==> config.mk <==
export PLATFORM = sky130hd
export DESIGN_NAME = param_alu
export DESIGN_NICKNAME = d
export VERILOG_FILES = /design/src/rtl/param_alu.sv
export SDC_FILE = /design/constraint.sdc
export NUM_CORES = 1
export LEC_CHECK = 0
export CORE_MARGIN = 8
export CORE_UTILIZATION = 45
export DETAILED_ROUTE_END_ITERATION = 6
export PLACE_DENSITY = 0.72
export SYNTH_ARGS = -nofsm -noshare
export SYNTH_HDL_FRONTEND = slang
export SYNTH_SLANG_ARGS = --single-unit
==> constraint.sdc <==
create_clock -name clk -period 5.25 [get_ports clk]
set_clock_uncertainty 0.2 [all_clocks]
set_input_delay 1.05 -clock clk [delete_from_list [all_inputs] [get_ports clk]]
set_output_delay 1.05 -clock clk [all_outputs]
set_load 0.05 [all_outputs]
==> src/rtl/param_alu.sv <==
// Handshaked ALU: single-cycle logic/arith ops, optional shift-add multiplier.
// Optional feature: define PARAM_ALU_MUL_EN to build the MUL opcode (8) datapath and state.
module param_alu #(
    parameter int WIDTH = 32
) (
    input  logic             clk,
    input  logic             rst_n,
    input  logic             in_valid,
    output logic             in_ready,
    input  logic [3:0]       command,
    input  logic [WIDTH-1:0] operandA,
    input  logic [WIDTH-1:0] operandB,
    output logic             out_valid,
    input  logic             out_ready,
    output logic [WIDTH-1:0] result,
    output logic             carryout,
    output logic             zero,
    output logic             overflow,
    output logic             error
);

`ifdef PARAM_ALU_MUL_EN
    typedef enum logic [1:0] {IDLE = 2'd0, MUL = 2'd1, HOLD = 2'd2} state_t;
    localparam int CW = $clog2(WIDTH);
    logic [WIDTH-1:0] acc;
    logic [WIDTH-1:0] mcand;
    logic [WIDTH-1:0] mplier;
    logic [CW-1:0]    cnt;
    logic [WIDTH-1:0] acc_next;
`else
    typedef enum logic [1:0] {IDLE = 2'd0, HOLD = 2'd2} state_t;
`endif

    state_t state;

    logic             is_sub;
    logic [WIDTH-1:0] bop;
    logic [WIDTH:0]   sum;
    logic [WIDTH-1:0] comb_res;
    logic             comb_c, comb_z, comb_v, comb_e;

    assign in_ready = (state == IDLE);

    // SUB is A + ~B + 1 so the carry out has borrow-inverted meaning
    always_comb begin
        is_sub   = (command == 4'd1);
        bop      = is_sub ? ~operandB : operandB;
        sum      = {1'b0, operandA} + {1'b0, bop} + (WIDTH+1)'(is_sub);
        comb_res = '0;
        comb_c   = 1'b0;
        comb_z   = 1'b0;
        comb_v   = 1'b0;
        comb_e   = 1'b0;
        case (command)
            4'd0, 4'd1: begin
                comb_res = sum[WIDTH-1:0];
                comb_c   = sum[WIDTH];
                comb_z   = (sum[WIDTH-1:0] == '0);
                comb_v   = (operandA[WIDTH-1] == bop[WIDTH-1]) &&
                           (sum[WIDTH-1] != operandA[WIDTH-1]);
            end
            4'd2: comb_res = operandA ^ operandB;
            4'd3: comb_res = {{(WIDTH-1){1'b0}}, ($signed(operandA) < $signed(operandB))};
            4'd4: comb_res = operandA & operandB;
            4'd5: comb_res = ~(operandA & operandB);
            4'd6: comb_res = ~(operandA | operandB);
            4'd7: comb_res = operandA | operandB;
`ifdef PARAM_ALU_MUL_EN
            4'd8: comb_res = '0;
`endif
            default: comb_e = 1'b1;
        endcase
    end

`ifdef PARAM_ALU_MUL_EN
    assign acc_next = mplier[0] ? (acc + mcand) : acc;
`endif

    always_ff @(posedge clk or negedge rst_n) begin
        if (!rst_n) begin
            state     <= IDLE;
            out_valid <= 1'b0;
            result    <= '0;
            carryout  <= 1'b0;
            zero      <= 1'b0;
            overflow  <= 1'b0;
            error     <= 1'b0;
`ifdef PARAM_ALU_MUL_EN
            acc       <= '0;
            mcand     <= '0;
            mplier    <= '0;
            cnt       <= '0;
`endif
        end else begin
            case (state)
                IDLE: begin
                    if (in_valid) begin
                        state     <= HOLD;
                        out_valid <= 1'b1;
                        result    <= comb_res;
                        carryout  <= comb_c;
                        zero      <= comb_z;
                        overflow  <= comb_v;
                        error     <= comb_e;
`ifdef PARAM_ALU_MUL_EN
                        // later assignments override the single-cycle path for MUL
                        if (command == 4'd8) begin
                            state     <= MUL;
                            out_valid <= 1'b0;
                            acc       <= '0;
                            mcand     <= operandA;
                            mplier    <= operandB;
                            cnt       <= '0;
                        end
`endif
                    end
                end
`ifdef PARAM_ALU_MUL_EN
                MUL: begin
                    acc    <= acc_next;
                    mcand  <= mcand << 1;
                    mplier <= mplier >> 1;
                    cnt    <= cnt + 1'b1;
                    if (cnt == CW'(WIDTH-1)) begin
                        state     <= HOLD;
                        out_valid <= 1'b1;
                        result    <= acc_next;
                        carryout  <= 1'b0;
                        zero      <= 1'b0;
                        overflow  <= 1'b0;
                        error     <= 1'b0;
                    end
                end
`endif
                HOLD: begin
                    if (out_ready) begin
                        state     <= IDLE;
                        out_valid <= 1'b0;
                    end
                end
                default: begin
                    state     <= IDLE;
                    out_valid <= 1'b0;
                end
            endcase
        end
    end

endmodule

==> Word level (Yosys, flattened, before mapping) <==
Index checks and enable logic that the tools add are counted.
W data, S select, Z words.
{ "word_totals": {"mem_bits_rw": 0, "mem_bits_ro": 0, "word_cells": 48, "n_memories": 0, "inputBits": 72, "ff_bits": 39, "latchBits": 0} }
{ "classes": {"addsub": 2, "eq_ne": 12, "n_reduce_logical": 8, "n_mux": 12, "n_lt_le_gt_ge": 1, "div": 0, "shift": 0, "multipliers": 0, "bitwise": 6} }
{ "op_table": {"columns": ["operator", "n"], "rows": [
  ["$pmux W32 S7", 1],
  ["$not A32 Y32", 3],
  ["$add A32 B32 Y33", 1],
  ["$add A33 B1 Y33", 1],
  ["$and A32 B32 Y32", 1],
  ["$logic_not A32 Y1", 1],
  ["$lt A32 B32 Y1", 1],
  ["$mux W32", 1],
  ["$or A32 B32 Y32", 1],
  ["$xor A32 B32 Y32", 1],
  ["$eq A4 B3 Y1 const B", 4],
  ["$eq A4 B2 Y1 const B", 2],
  ["$reduce_or A8 Y1", 1],
  ["$mux W1", 6],
  ["$eq A4 B1 Y1 const B", 1],
  ["$logic_not A4 Y1", 1],
  ["$mux W2", 2],
  ["$ne A2 B2 Y1 const B", 2],
  ["$pmux W2 S2", 1],
  ["$reduce_and A2 Y1", 2],
  ["$eq A2 B2 Y1 const B", 1],
  ["$logic_not A2 Y1", 1],
  ["$pmux W1 S2", 1],
  ["$reduce_or A2 Y1", 1],
  ["3 further kinds", 3]
]} }

==> Longest topological paths before layout <==
Gate-level depths: netlist of run 1.
{ "depth": {"depth_word": 7, "mapped_depth": 15, "ltp_nobuf": 12} }

==> Least setup slack after synthesis of run 1 <==
Ideal clock, no wire load.
{ "synth_path": {"path_kind": "input to register", "start": "input port command[1]", "end": "register zero", "stages": 14, "arrival_time_ps": 4717, "path_buffers": 2, "slack_ps": 230, "required_time_ps": 4947, "path_cell_list": "or4b_1 buf_2 buf_1 xnor2_1 fa_1 a21oi_1 o211ai_2 a32oi_1 a21boi_0 or3_1 a2111oi_0 and4_1 nand4b_1 o41ai_2"} }
{ "synth_via": {"elab_chain_len": 6, "word_cells_on_any_way": 8, "cone_classes": "2 x add/sub; 1 x eq/ne; 2 x mux; 3 x reduce/logical"} }
{ "synth_lines": {"columns": ["item", "line", "source"], "rows": [
  ["start, declared", "10", "input logic [3:0] command,"],
  ["$eq A4 B1 Y1", "46, 54", null],
  ["$mux W32", "47", "bop = is_sub ? ~operandB : operandB;"],
  ["$add A32 B32 Y33", "48", "sum = {1'b0, operandA} + {1'b0, bop} + (WIDTH+1)'(is_sub);"],
  ["$add A33 B1 Y33", "48", null],
  ["$logic_not A32 Y1", "58", "comb_z = (sum[WIDTH-1:0] == '0);"],
  ["$mux W1 *", "54", "case (command)"],
  ["end signal, assigned", "102", "zero <= comb_z;"],
  ["end, declared", "17", "output logic zero,"]
]} }
Mark *: on every way between the ends. The rest lies on a longest branch, timed or not.
A chain may end at the register's enable or synchronous reset.

==> Worst setup path in the final report of run 1 <==
{ "layout_path": {"start": "input port command[3]", "end": "register zero"} }
The elaborated chain is that of the path after synthesis.

==> impl_results.md, run 1 <==
- Vias in the first global route: 6,813
- Combined buffer and inverter count along the critical path: 3
- Top cell family by delay on the critical path: simple AND/OR/NAND/NOR gates
- Post-Syn Area: 6570 um^2
- Clock Tree Buf Depth: 2
- Net count after synthesis: 1,018
- Finished layout cell area: 8830 um^2
- Total Neg Setup Slack: 0 ns
- Antenna-violating nets left: 0
- Pin count of the biggest net entering global routing: 40
- Worst supply voltage drop on vdd: 115 uV
- Violated checks: design-rule violations
- Iteration-0 DRC Markers: 564
- Overall die width: 137 um
- Fraction of final layout cells sized beyond drive strength 1: 14.5%
- Final critical-path share of the clock period: 95.9%
- Data required, critical path: 5.24 ns
- Vias post-DR: 6,735
- Dpl hpwl: 17,100 um
- Arrival time at the worst endpoint: 5.02 ns
- Worst-path cell chain: clkdlybuf4s50_1 > or4b_4 > buf_4 > xnor2_1 > ha_1 > buf_4 > nand2_1 > o31ai_4 > o31a_1 > o211a_1 > or3_1 > a211oi_1 > and4_1 > nand4b_1 > o41ai_2
- Number of antenna violations at the first check in global routing: 0
- RSZ-0062 raised after global routing: false
- Share of the synthesized area in the top cell type: 24.4%
- Top library cells by usage in the layout, fill and taps aside: sky130_fd_sc_hd__ha_1, sky130_fd_sc_hd__buf_4, sky130_fd_sc_hd__clkdlybuf4s50_1
- Number of H-tree levels: 2
- Clock-pin slew reported for the worst setup and hold paths after clock tree synthesis: 0.06 ns
- Detailed Routing Iterations Pass 1: 7
- Leading area contributor after synthesis: sky130_fd_sc_hd__ha_1
- Most used flip-flop cell after synthesis: sky130_fd_sc_hd__dfrtp_1
- Post-layout power: 0.00191 W
- Floorplan Core Area: 14,400 um^2
- Final count of pins violating max slew: 0
- Hold-fix buffers, CTS: 0
- NumNets Final: 1,209
- Fraction of registers with async set/reset: 100%
- Critical Setup Path Class: in -> reg
- Pleak: 4.28 nW
- Sinks on Clock Net: 37
- Synthesized flop and latch total: 37
- Worst setup SP type: input port
- Starting density of the core: 45.6%
- Number of primary I/O pins: 110
- Slew Limit Headroom: 34.4%
- Number of input and output port buffers inserted: 109
- MaxCap Viol Count: 0
- Leading post-synthesis cells by cell area: sky130_fd_sc_hd__ha_1, sky130_fd_sc_hd__dfrtp_1, sky130_fd_sc_hd__xnor2_1
- Routability-driven placement congestion ratio: 0.925
- Crit path max fanout: 7
- Number of buffers created by CTS: 5
- Power per cell area: 217 nW/um^2
- Worst Hold Class: reg -> reg
- Total number of placement rows: 44
- Commonest non-fill, non-tap cell in the layout: sky130_fd_sc_hd__ha_1
- Tightest hold margin: 0.278 ns
- Critical Path Sink Type: flip-flop
- Cell variety after synth: 68
- Share of synthesized area occupied by flip-flops and latches: 14.1%
- Final period demand of the worst path: 5.03 ns
- Drt via density: 5.65
- Wire length reported by the detailed router: 21,300 um
- Total routing usage reported by global routing: 22.7%
- Grt total ovfl: 0
- Syn Inst Count: 817
- Insertion delay of the later-clocked pin in the worst-skew pair: 0.29 ns
- Mean Syn Cell Area: 8.05 um^2
- Wire length of the first global-routing pass: 34,500 um
- Number of antenna repair diodes: 0
- CTS Root Cell: sky130_fd_sc_hd__clkbuf_16
- Slowest stage cell, crit path: sky130_fd_sc_hd__or4b_4
- Signed area change from the synthesized netlist to the final layout: 34.3%
- Count of warnings emitted by yosys: 0
- Placed standard-cell area: 8590 um^2
- Largest stage delay on the critical path: 0.62 ns
- Cell type with the highest occurrence count on the critical path: sky130_fd_sc_hd__buf_4
- Height of the die: 137 um
- TritonCTS clock tree: done
- Average wire per cell in the routed design: 17.8 um
- Count of flip-flops with a built-in enable after synthesis: 0
- DRC viols: 9
- Pin slew with the least headroom to its limit: 0.984 ns
- Outcome: finished, violations left
- Final core utilization: 61.2%
- Floorplan die area: 18,700 um^2
- Total setup violations reported at the end of the flow: 0
- Max Freq: 199 MHz
- Final hold viol count: 0
## cell usage after synthesis (all sizes together), types with 7 or more instances
library cell	instances
a221oi	8
a222oi	17
ha	128
a21oi	51
nand2	57
nor4	7
mux2i	33
buf	12
nor2b	12
nor2	31
nor3	14
xor2	10
dfrtp	37
a211oi	9
clkbuf	27
a22oi	7
inv	91
o21ai	51
nand3	16
nand4	8
a21o	14
xnor2	74
## timing repair
action                                  in CTS  in global routing
endpoints found under the hold margin        0                  0
resized for setup                            1                  9
setup buffers                                0                  0
endpoints found under the setup margin       1                  1
## worst min-delay path: stages, from the launching register on
cell,delay [ns]
sky130_fd_sc_hd__dfrtp_1,0.34
sky130_fd_sc_hd__nand2_1,0.04
sky130_fd_sc_hd__o21ai_0,0.06
## final cells by class
type | instances | area [um^2]
multi-input cells | 650 | 5200
repair buffers | 223 | 1930
flip-flops and latches | 37 | 926
well taps | 184 | 230
clock inverters | 3 | 68.8
inverters | 91 | 342
fillers | 1298 | 5600
clock buffers | 5 | 125
## power breakdown
| part | switching (W) | internal [W] |
|---|---|---|
| Clock | 0.000133 | 0.000274 |
| Combinational | 0.000650 | 0.000501 |
| Sequential | 0.0000273 | 0.000329 |
| Total | 0.000811 | 0.00110 |
## registers in the layout, indices dropped and copies added, names as in the netlist
name,count
result,32
carryout,1
error,1
out_valid,1
overflow,1
zero,1
## metal layers
metal / GRT usage, % / wire (um)
met1: 29.7 / 9710
met2: 37.8 / 9860
met3: 3.12 / 1240
met4: 7.42 / 484
met5: 0 / 0
## through the flow
step                      setup slack (ns)  std cells
after global placement              -0.253       1185
final                                0.216       1193
after floorplan                      0.230        817
after detailed placement            -0.413       1185
after global routing                0.0156       1193
after CTS                            0.100       1193
## logic make-up (layout without fill, tap and decap cells)
family | count (synthesis) | after routing | synth area share (%)
buf+inv | 130 | 322 | 7.46
compound gates | 219 | 219 | 23.2
fa+ha+maj | 129 | 129 | 24.7
mux | 35 | 35 | 5.37
simple gates | 183 | 183 | 14.0
flops | 37 | 37 | 14.1
xor+xnor | 84 | 84 | 11.2
## worst paths after layout
path                       slack, ns       start          to  cells after the start
hold / removal                  0.28  result[20]  result[20]                      2
max in group asynchronous       3.58       rst_n   result[4]                      1
min in group asynchronous       0.70       rst_n  result[29]                      1
setup / recovery                0.22  command[3]        zero                     15
hold reg to reg                 0.28  result[20]  result[20]                      2
setup reg to reg                2.78   out_valid        zero                     10
No activity file was read; power rests on OpenSTA's default activity.
==> inputs of run 2 (changes only) <==
DONT_BUFFER_PORTS = 1   (was not set)
PLACE_DENSITY = 0.63   (was 0.72)
==> impl_results.md, run 2 (synthesis results as in run 1) <==
- Top register by number of flip-flops: result
- Total routing usage reported by global routing: 21.9%
- Dpl hpwl: 16,800 um
- Final core utilization: 49.0%
- Tightest hold margin: 0.251 ns
- Arrival time at the worst endpoint: 5.02 ns
- Slowest stage cell, crit path: sky130_fd_sc_hd__or4b_2
- Pin count of the biggest net entering global routing: 42
- Number of antenna repair diodes: 0
- Final hold viol count: 0
- Fraction of final layout cells sized beyond drive strength 1: 6.15%
- Grt total ovfl: 0
- Total setup violations reported at the end of the flow: 0
- Pin slew with the least headroom to its limit: 0.866 ns
- Placed standard-cell area: 6870 um^2
- Worst setup SP type: input port
- TritonCTS clock tree: done
- RSZ-0062 raised after global routing: false
- Insertion delay of the later-clocked pin in the worst-skew pair: 0.29 ns
- Cell type with the highest occurrence count on the critical path: sky130_fd_sc_hd__a21oi_1
- Average wire per cell in the routed design: 21.0 um
- Drt via density: 6.08
- Wire length reported by the detailed router: 21,000 um
- Pleak: 3.43 nW
- Final period demand of the worst path: 5.04 ns
- Top cell family by delay on the critical path: compound AO/OA/AOI/OAI gates
- Critical Path Sink Type: flip-flop
- Sinks on Clock Net: 37
- Worst-path cell chain: or4b_2 > buf_4 > xnor2_1 > ha_1 > a21oi_1 > o221ai_1 > a32o_1 > a21oi_1 > a21oi_1 > a221oi_1 > buf_4 > xnor2_1 > a21o_1 > a22o_1
- Critical Setup Path Class: in -> reg
- Top library cells by usage in the layout, fill and taps aside: sky130_fd_sc_hd__ha_1, sky130_fd_sc_hd__inv_1, sky130_fd_sc_hd__xnor2_1
- Violated checks: design-rule violations
- Overall die width: 137 um
- Largest stage delay on the critical path: 0.83 ns
- MaxCap Viol Count: 0
- Final critical-path share of the clock period: 96.0%
- Total number of placement rows: 44
- Floorplan die area: 18,700 um^2
- Flip-flop count of the largest register after layout: 32
- Starting density of the core: 45.6%
- NumNets Final: 1,013
- Number of input and output port buffers inserted: 0
- Clock Tree Buf Depth: 2
- Antenna-violating nets left: 0
- Number of H-tree levels: 2
- Combined buffer and inverter count along the critical path: 2
- Height of the die: 137 um
- Finished layout cell area: 7060 um^2
- Floorplan Core Area: 14,400 um^2
- Signed area change from the synthesized netlist to the final layout: 7.46%
- Resize count post-CTS: 0
- Post-layout power: 0.00159 W
- Crit path max fanout: 40
- Number of primary I/O pins: 110
- Total Neg Setup Slack: 0 ns
- Slew Limit Headroom: 42.3%
- Detailed Routing Iterations Pass 1: 7
- DRC viols: 1
- Worst supply voltage drop on vdd: 160 uV
- Iteration-0 DRC Markers: 637
- CTS Root Cell: sky130_fd_sc_hd__clkbuf_16
- Outcome: finished, violations left
- Final count of pins violating max slew: 0
- Number of antenna violations at the first check in global routing: 1
- Hold-fix buffers, CTS: 0
- Commonest non-fill, non-tap cell in the layout: sky130_fd_sc_hd__ha_1
- Postcts setup bufs: 0
- Vias in the first global route: 5,884
- Data required, critical path: 5.23 ns
- Number of buffers created by CTS: 5
- Max Freq: 198 MHz
- Vias post-DR: 6,065
- Worst Hold Class: in -> async
- Wire length of the first global-routing pass: 32,600 um
- Clock-pin slew reported for the worst setup and hold paths after clock tree synthesis: 0.06 ns
- Routability-driven placement congestion ratio: 0.902
- Power per cell area: 225 nW/um^2
## run 2: changes by cell type in the layout (fill, tap and decap cells not counted), moves of 2 or more
cell,previous run,this run
sky130_fd_sc_hd__clkdlybuf4s50_1,106,0
sky130_fd_sc_hd__buf_4,114,27
sky130_fd_sc_hd__buf_2,3,0
sky130_fd_sc_hd__a21oi_1,48,50
sky130_fd_sc_hd__a21oi_2,3,1
## run 2: metrics by stage
step                setup slack [ns]  instances
floorplan                      0.230        817
global placement            -0.00312        989
detailed placement           -0.0616        989
CTS                            0.206        997
global route                  0.0956        997
finish                         0.211        997
## run 2: report_power, final
part	internal (W)	switching [W]	total, W
clock	0.000274	0.000131	0.000405
sequential	0.000326	0.000199	0.000525
combinational	0.000279	0.000383	0.000663
total	0.000879	0.000713	0.00159
## run 2: per-layer routing
layer / up-vias / wire (um) / track usage, %
li1: 2904 / - / -
met5: - / 0 / 0
met1: 2944 / 8980 / 27.3
met2: 193 / 10100 / 38.2
met3: 24 / 1500 / 3.56
met4: 0 / 381 / 5.73
## run 2: cell type report
class	instances	area [um^2]
fill	1397	7360
multi-input combinational	650	5170
sequential	37	926
inverter	91	342
tap	184	230
timing repair buffer	27	203
clock buffer	5	125
clock inverter	3	68.8
## run 2: worst register-to-register path: cells and delay by family (launching register included)
kind             cells  cell delay [ns]
AO/OA/AOI/OAI        2             0.52
flip-flops           1             0.58
AND/OR/NAND/NOR      7             1.75
## run 2: final timing paths
| check | startpoint | end | slack [ns] | cells after the start |
|---|---|---|---|---|
| worst min register to register | error | error | 0.58 | 2 |
| worst max-delay path | command[1] | result[31] | 0.21 | 14 |
| min in group clk | error | error | 0.58 | 2 |
| worst max register to register | out_valid | zero | 2.11 | 9 |
| worst min-delay path | rst_n | result[15] | 0.25 | 0 |
| max in group asynchronous | rst_n | result[21] | 4.51 | 0 |
